[src/rtl/fifo_wr_arb.sv]
// Round-robin write arbiter: grants one requester at a time a burst of up to
// BURST_MAX words into a FIFO write port, stalling cleanly on wfull.
module fifo_wr_arb #(
    parameter int DSIZE     = 8,
    parameter int NREQ      = 4,
    parameter int BURST_MAX = 4
) (
    input  logic                  wclk,
    input  logic                  wrst,
    input  logic [NREQ-1:0]       req_valid,
    input  logic [NREQ-1:0]       req_last,
    input  logic [NREQ*DSIZE-1:0] req_wdata,
    output logic [NREQ-1:0]       req_ready,
    input  logic                  wfull,
    output logic                  winc,
    output logic [DSIZE-1:0]      wdata,
    output logic [NREQ-1:0]       gnt,
    output logic [15:0]           stall_cnt
);

    localparam int IW = (NREQ > 1) ? $clog2(NREQ) : 1;
    localparam int BW = 8;

    typedef enum logic {IDLE, BUSY} state_t;

    state_t                        state;
    logic [IW-1:0]                 gidx;
    logic [IW-1:0]                 prev;
    logic [BW-1:0]                 beat;
    logic [IW-1:0]                 pick;
    logic                          pick_vld;
    logic [NREQ-1:0][DSIZE-1:0]    words;
    logic                          gval;
    logic                          glast;
    logic                          xfer;

    assign words = req_wdata;
    assign gval  = req_valid[gidx];
    assign glast = req_last[gidx];

    // Reset gating keeps the reset cycle free of transfers even mid-burst.
    assign xfer      = (state == BUSY) && gval && !wfull && !wrst;
    assign winc      = xfer;
    assign req_ready = xfer ? gnt : '0;
    assign wdata     = xfer ? words[gidx] : '0;

    // Scan downward so the candidate closest to prev+1 is the one left standing.
    always_comb begin
        int c;
        c        = 0;
        pick     = '0;
        pick_vld = 1'b0;
        for (int k = NREQ; k >= 1; k--) begin
            c = (int'(prev) + k) % NREQ;
            if (req_valid[IW'(c)]) begin
                pick     = IW'(c);
                pick_vld = 1'b1;
            end
        end
    end

    always_ff @(posedge wclk) begin
        if (wrst) begin
            state     <= IDLE;
            gnt       <= '0;
            gidx      <= '0;
            beat      <= '0;
            prev      <= IW'(NREQ - 1);
            stall_cnt <= '0;
        end else begin
            case (state)
                IDLE: begin
                    if (pick_vld) begin
                        state     <= BUSY;
                        gidx      <= pick;
                        gnt       <= '0;
                        gnt[pick] <= 1'b1;
                        beat      <= '0;
                    end
                end
                BUSY: begin
                    if (!gval) begin
                        state <= IDLE;
                        gnt   <= '0;
                        prev  <= gidx;
                    end else if (wfull) begin
                        if (stall_cnt != 16'hFFFF)
                            stall_cnt <= stall_cnt + 16'd1;
                    end else begin
                        beat <= beat + BW'(1);
                        if (glast || (beat == BW'(BURST_MAX - 1))) begin
                            state <= IDLE;
                            gnt   <= '0;
                            prev  <= gidx;
                        end
                    end
                end
                default: begin
                    state <= IDLE;
                    gnt   <= '0;
                end
            endcase
        end
    end

endmodule

[config.mk]
export PLATFORM = sky130hd
export DESIGN_NAME = fifo_wr_arb
export DESIGN_NICKNAME = d
export VERILOG_FILES = /design/src/rtl/fifo_wr_arb.sv
export SDC_FILE = /design/constraint.sdc
export NUM_CORES = 1
export LEC_CHECK = 0
export CAP_MARGIN = 20
export CORE_MARGIN = 4
export CORE_UTILIZATION = 47
export DETAILED_ROUTE_END_ITERATION = 8
export GPL_TIMING_DRIVEN = 0
export PLACE_DENSITY = 0.95
export SYNTH_ARGS = -nofsm -noshare
export SYNTH_HDL_FRONTEND = slang
export SYNTH_SLANG_ARGS = --single-unit
export TNS_END_PERCENT = 50
[constraint.sdc]
create_clock -name wclk -period 3.5 [get_ports wclk]
set_input_delay 0.7 -clock wclk [delete_from_list [all_inputs] [get_ports wclk]]
set_output_delay 0.7 -clock wclk [all_outputs]
set_load 0.01 [all_outputs]
# Yosys cells after proc, flatten, opt, wreduce, memory -nomap -nowiden
# Cells that the tools add are included.
# W data, S select, Z words.
[totals]
reg_bits = 33
in_bits = 43
elab_cells = 88
output_inout_bits = 33
[op_classes]
n_eq_ne = 9
addsub = 6
bitwise_logic = 1
n_reduce_logical = 12
n_mux = 47
n_lt_le_gt_ge = 7
[ops]
columns = ["operator", "count"]
rows = [
  ["$mux W8", 5],
  ["$mux W4", 5],
  ["$mux W1", 19],
  ["$add A16 B1 Y16 const B", 1],
  ["$bmux W8 S2", 1],
  ["$lt A2 B4 Y1 const B", 4],
  ["$ne A16 B16 Y1 const B", 1],
  ["$pmux W8 S2", 1],
  ["$mux W2", 7],
  ["$bmux W1 S2", 6],
  ["$reduce_and A3 Y1", 3],
  ["$add A8 B1 Y8 const B", 1],
  ["$eq A8 B2 Y1 const B", 1],
  ["$pmux W4 S2", 1],
  ["$lt A2 B3 Y1 const B", 2],
  ["$ne A2 B2 Y1 const B", 3],
  ["$add A2 B1 Y2 const B", 2],
  ["$add A2 B2 Y2 const B", 2],
  ["$logic_and A1 B1 Y1", 4],
  ["$ne A2 B1 Y1 const B", 2],
  ["$reduce_and A4 Y1", 1],
  ["$ne A3 B2 Y1 const B", 1],
  ["$ne A3 B3 Y1 const B", 1],
  ["$demux W1 S2", 1],
  ["6 further kinds", 7],
]

# Logic depth before layout (Yosys ltp)
[depth]
word_depth = 14
depth_mapped = 7
mapped_depth_nobuf = 6

# Worst setup path after synthesis
# No wires, ideal clock.
[synth_path]
path_kind = "in2out"
from = "input port req_valid[3]"
to = "output port req_ready[2]"
required_time_ns = 2.800
n_path_buf = 1
t_arrival_ns = 1.770
setup_slack_ns = 1.030
path_stages = 5
path_cell_list = "mux4_2 > nand2_1 > nor2_1 > clkbuf_1 > and2_1"
[synth_via]
elab_chain_len = 6
[synth_lines]
columns = ["item", "line", "source"]
rows = [
  ["start, declared", "10", "input logic [NREQ-1:0] req_valid,"],
  ["$bmux W1 S2", "38", "assign gval = req_valid[gidx];"],
  ["$mux W1 (implied by the code)", "38", ""],
  ["$logic_and A1 B1 Y1 (3 in a row)", "42", "assign xfer = (state == BUSY) && gval && !wfull && !wrst;"],
  ["net winc", "15", "output logic winc,"],
  ["$mux W4", "44", "assign req_ready = xfer ? gnt : '0;"],
  ["end, declared", "13", "output logic [NREQ-1:0] req_ready,"],
]
# The timed path passes the listed nets, and every way through them passes these cells. The select of a mux whose other input is x is not followed.

# Worst setup path in the final report
[layout_path]
from = "input port req_valid[3]"
to = "output port wdata[7]"
[layout_via]
elab_chain_len = 6
[layout_lines]
columns = ["item", "line", "source"]
rows = [
  ["$bmux W1 S2", "38", ""],
  ["$mux W1 (implied by the code)", "38", ""],
  ["$logic_and A1 B1 Y1 (3 in a row)", "42", ""],
  ["$mux W8", "45", "assign wdata = xfer ? words[gidx] : '0;"],
  ["end, declared", "16", "output logic [DSIZE-1:0] wdata,"],
]
# Every way passes these cells. The select of a mux whose other input is x is not followed.

==> results.md <==
- Total core area: 3970 um2
- Post-DR vias/cell: 5.65
- Vias in the first global route: 1894
- Drt first pass iters: 4
- Hold WC Path Type: flip-flop to flip-flop
- Outcome: complete, no violations
- Place WS: -0.305 ns
- Final nets: 337
- # clock sinks: 33
- HPWL Detailed: 4210 um
- Commonest cells after routing, fill and taps aside: 74 x clkdlybuf4s50_1, 33 x dfxtp_1, 27 x nor2_1
- PD cells: 308 nW/um2
- Dpl cells: 334
- Worst path arrival time: 2.73 ns
- Drt wl/cell: 15.8 um
- Top FF cell, synth: dfxtp_1
- Final ANT Viol Nets: 0
- CTS tree: yes
- Placement row count: 23
- Least-Margin Pin Slew: 0.759 ns
- Pin count of the biggest net entering global routing: 11
- Root buf cell: clkbuf_8
- Port-buffer cells: 75
- Max-cap viol count: 0
- Yosys warns: 0
- CP max FO: 10
- Max_slew headroom: 49.4%
- Max Freq: 291 MHz
- Filler-free cell count of the finished design: 343
- Worst EP required: 2.80 ns
- Antenna violations before repair: 0
- Slew Viols, Final: 0
- Max rail drop VDD: 0.280 mV
- H-tree depth: 2
- Hold_buf cts: 0
- Type of the worst setup path: input pin to primary output
- Die extent in y: 72.0 um
- Synthesis-stage register bit count: 33
- Post-synth cell types: 47
- # DRC: 0
- Post-Syn Instances: 209
- Fill count: 322
- Post-synth EDFFs: 0
- Setup ws final: 0.0661 ns
- Syn Nets: 254
- Die Wd: 72.0 um
- Synth-to-Final Area Change: 47.8%
- Diode count: 0
- DR iter-0 viols: 74
- Worst skew pair latency: 0.29 ns
- Die ar.: 5180 um2
- Top-level port count: 76
- Static leakage: 0.964 nW
- Final hold vios: 0
- FFs w/ async S/R, synth: 0%
- GRT overflow: 0
- RSZ-0062 raised after global routing: no
- Critical Path Sink Type: primary output
- Syn avg cell area: 9.21 um2
- Routability congestion estimate: 0.849
- Total CTS buffers: 5
- DR vias: 1939
- Clk slew on worst S/H paths: 0.07 ns
- Clock skew: 0.00443 ns
- First-pass GRT wire length: 8870 um
- Crit path launch type: input pin
- Layout cell share with drive strength beyond 1: 11.6%
- Commonest non-fill, non-tap cell in the layout: clkdlybuf4s50_1
- Min Clock Period, post-route: 3.43 ns
- Period utilization: 98.1%
- Post-Syn Area: 1930 um2
- # setup viols final: 0
- Final wirelength: 5410 um
- Gr usage total: 21.6%
- Initial Utilization: 48.5%
- Register area share after synthesis: 34.3%
- CTS max path bufs: 2
[sequential cells by signal, summed over array words and instances, names as in the netlist]
| name | count |
|---|---|
| gidx | 2 |
| beat | 8 |
| gnt | 4 |
| stall_cnt | 16 |
| state | 1 |
| prev | 2 |
[final timing paths]
kind              slack [ns]            to    startpoint  cells past startpoint
hold reg to reg         0.48        gnt[1]        gnt[1]                      1
setup reg to reg        1.33  stall_cnt[5]  stall_cnt[0]                      7
hold / removal          0.48        gnt[1]        gnt[1]                      1
setup / recovery        0.07      wdata[7]  req_valid[3]                      7
[layer usage]
layer	GRT usage, %	vias to the layer above	routed length, um	part of all wire, %
met2	38.9	73	2750	51
met1	24.2	928	2200	41
met3	7.20	6	407	7.5
li1	-	932	-	-
met4	6.26	0	56	1.0
met5	0	-	0	0
[critical path: stages]
cell and delay, ns:
clkdlybuf4s50_1 0.48, mux4_2 0.55, nand2_2 0.13, nor2_4 0.06, clkbuf_4 0.17, and2_1 0.16
clkdlybuf4s50_1 0.48
[synth_stat cells (4+ instances only)]
cell / number / share of area, %
xnor2_1: 12 / 5.5
dfxtp_1: 33 / 34
nand2_1: 10 / 1.9
nand3_1: 10 / 2.6
nor4_2: 4 / 2.6
a21oi_1: 9 / 2.3
xor2_1: 5 / 2.3
clkbuf_1: 7 / 1.4
nor2_1: 28 / 5.5
nand2b_1: 4 / 1.3
mux4_2: 9 / 11
nand4_1: 6 / 1.9
nor3_1: 4 / 1.0
nor4b_1: 4 / 1.8
and2_1: 15 / 4.9
[repair_timing]
action,in CTS,in global routing
gates resized for setup,4,3
setup buffers,1,0
endpoints found under the setup margin,10,5
hold endpoints to repair,0,0
[through the flow]
step / setup TNS [ns] / instance area, um2 / hold WS (ns) / power, mW / util [%]
2_1_floorplan: 0 / 1930 / 0.458 / 0.508 / -
3_3_place_gp: -2.10 / 2740 / 0.474 / 0.591 / 69.0
3_5_place_dp: -2.43 / 2740 / 0.473 / 0.599 / 69.0
4_1_cts: 0 / 2840 / 0.489 / 0.883 / 71.5
5_1_grt: 0 / 2850 / 0.506 / 0.924 / 71.6
6_report: 0 / 2850 / 0.482 / 0.875 / 71.6
[area by class of cell]
cell class / count / area, um2 / area share, %
sequential: 33 / 661 / 23.2
timing repair buffer: 76 / 761 / 26.7
buffer: 11 / 48.8 / 1.72
clock buffer: 6 / 72.6 / 2.55
multi-input combinational: 162 / 1220 / 42.8
clock inverter: 2 / 10.0 / 0.352
inverter: 3 / 11.3 / 0.396
tap: 50 / 62.6 / 2.20
[power by group]
| group | internal, mW | switching (mW) |
|---|---|---|
| clock network | 0.138 | 0.143 |
| logic | 0.111 | 0.0825 |
| registers | 0.388 | 0.0126 |
| total | 0.637 | 0.238 |
[kinds of logic (layout without fill, tap and decap cells)]
logic type	after synthesis	after routing	share of synthesized area (%)
AO/OA/AOI/OAI	29	29	10.6
XOR/XNOR	17	17	7.73
adder cells (fa/ha/maj)	2	2	1.30
buffers and inverters	14	98	2.92
flip-flops	33	33	34.3
multiplexers	12	12	12.3
AND/OR/NAND/NOR	102	102	30.9
(Power assumes the default switching activity.)
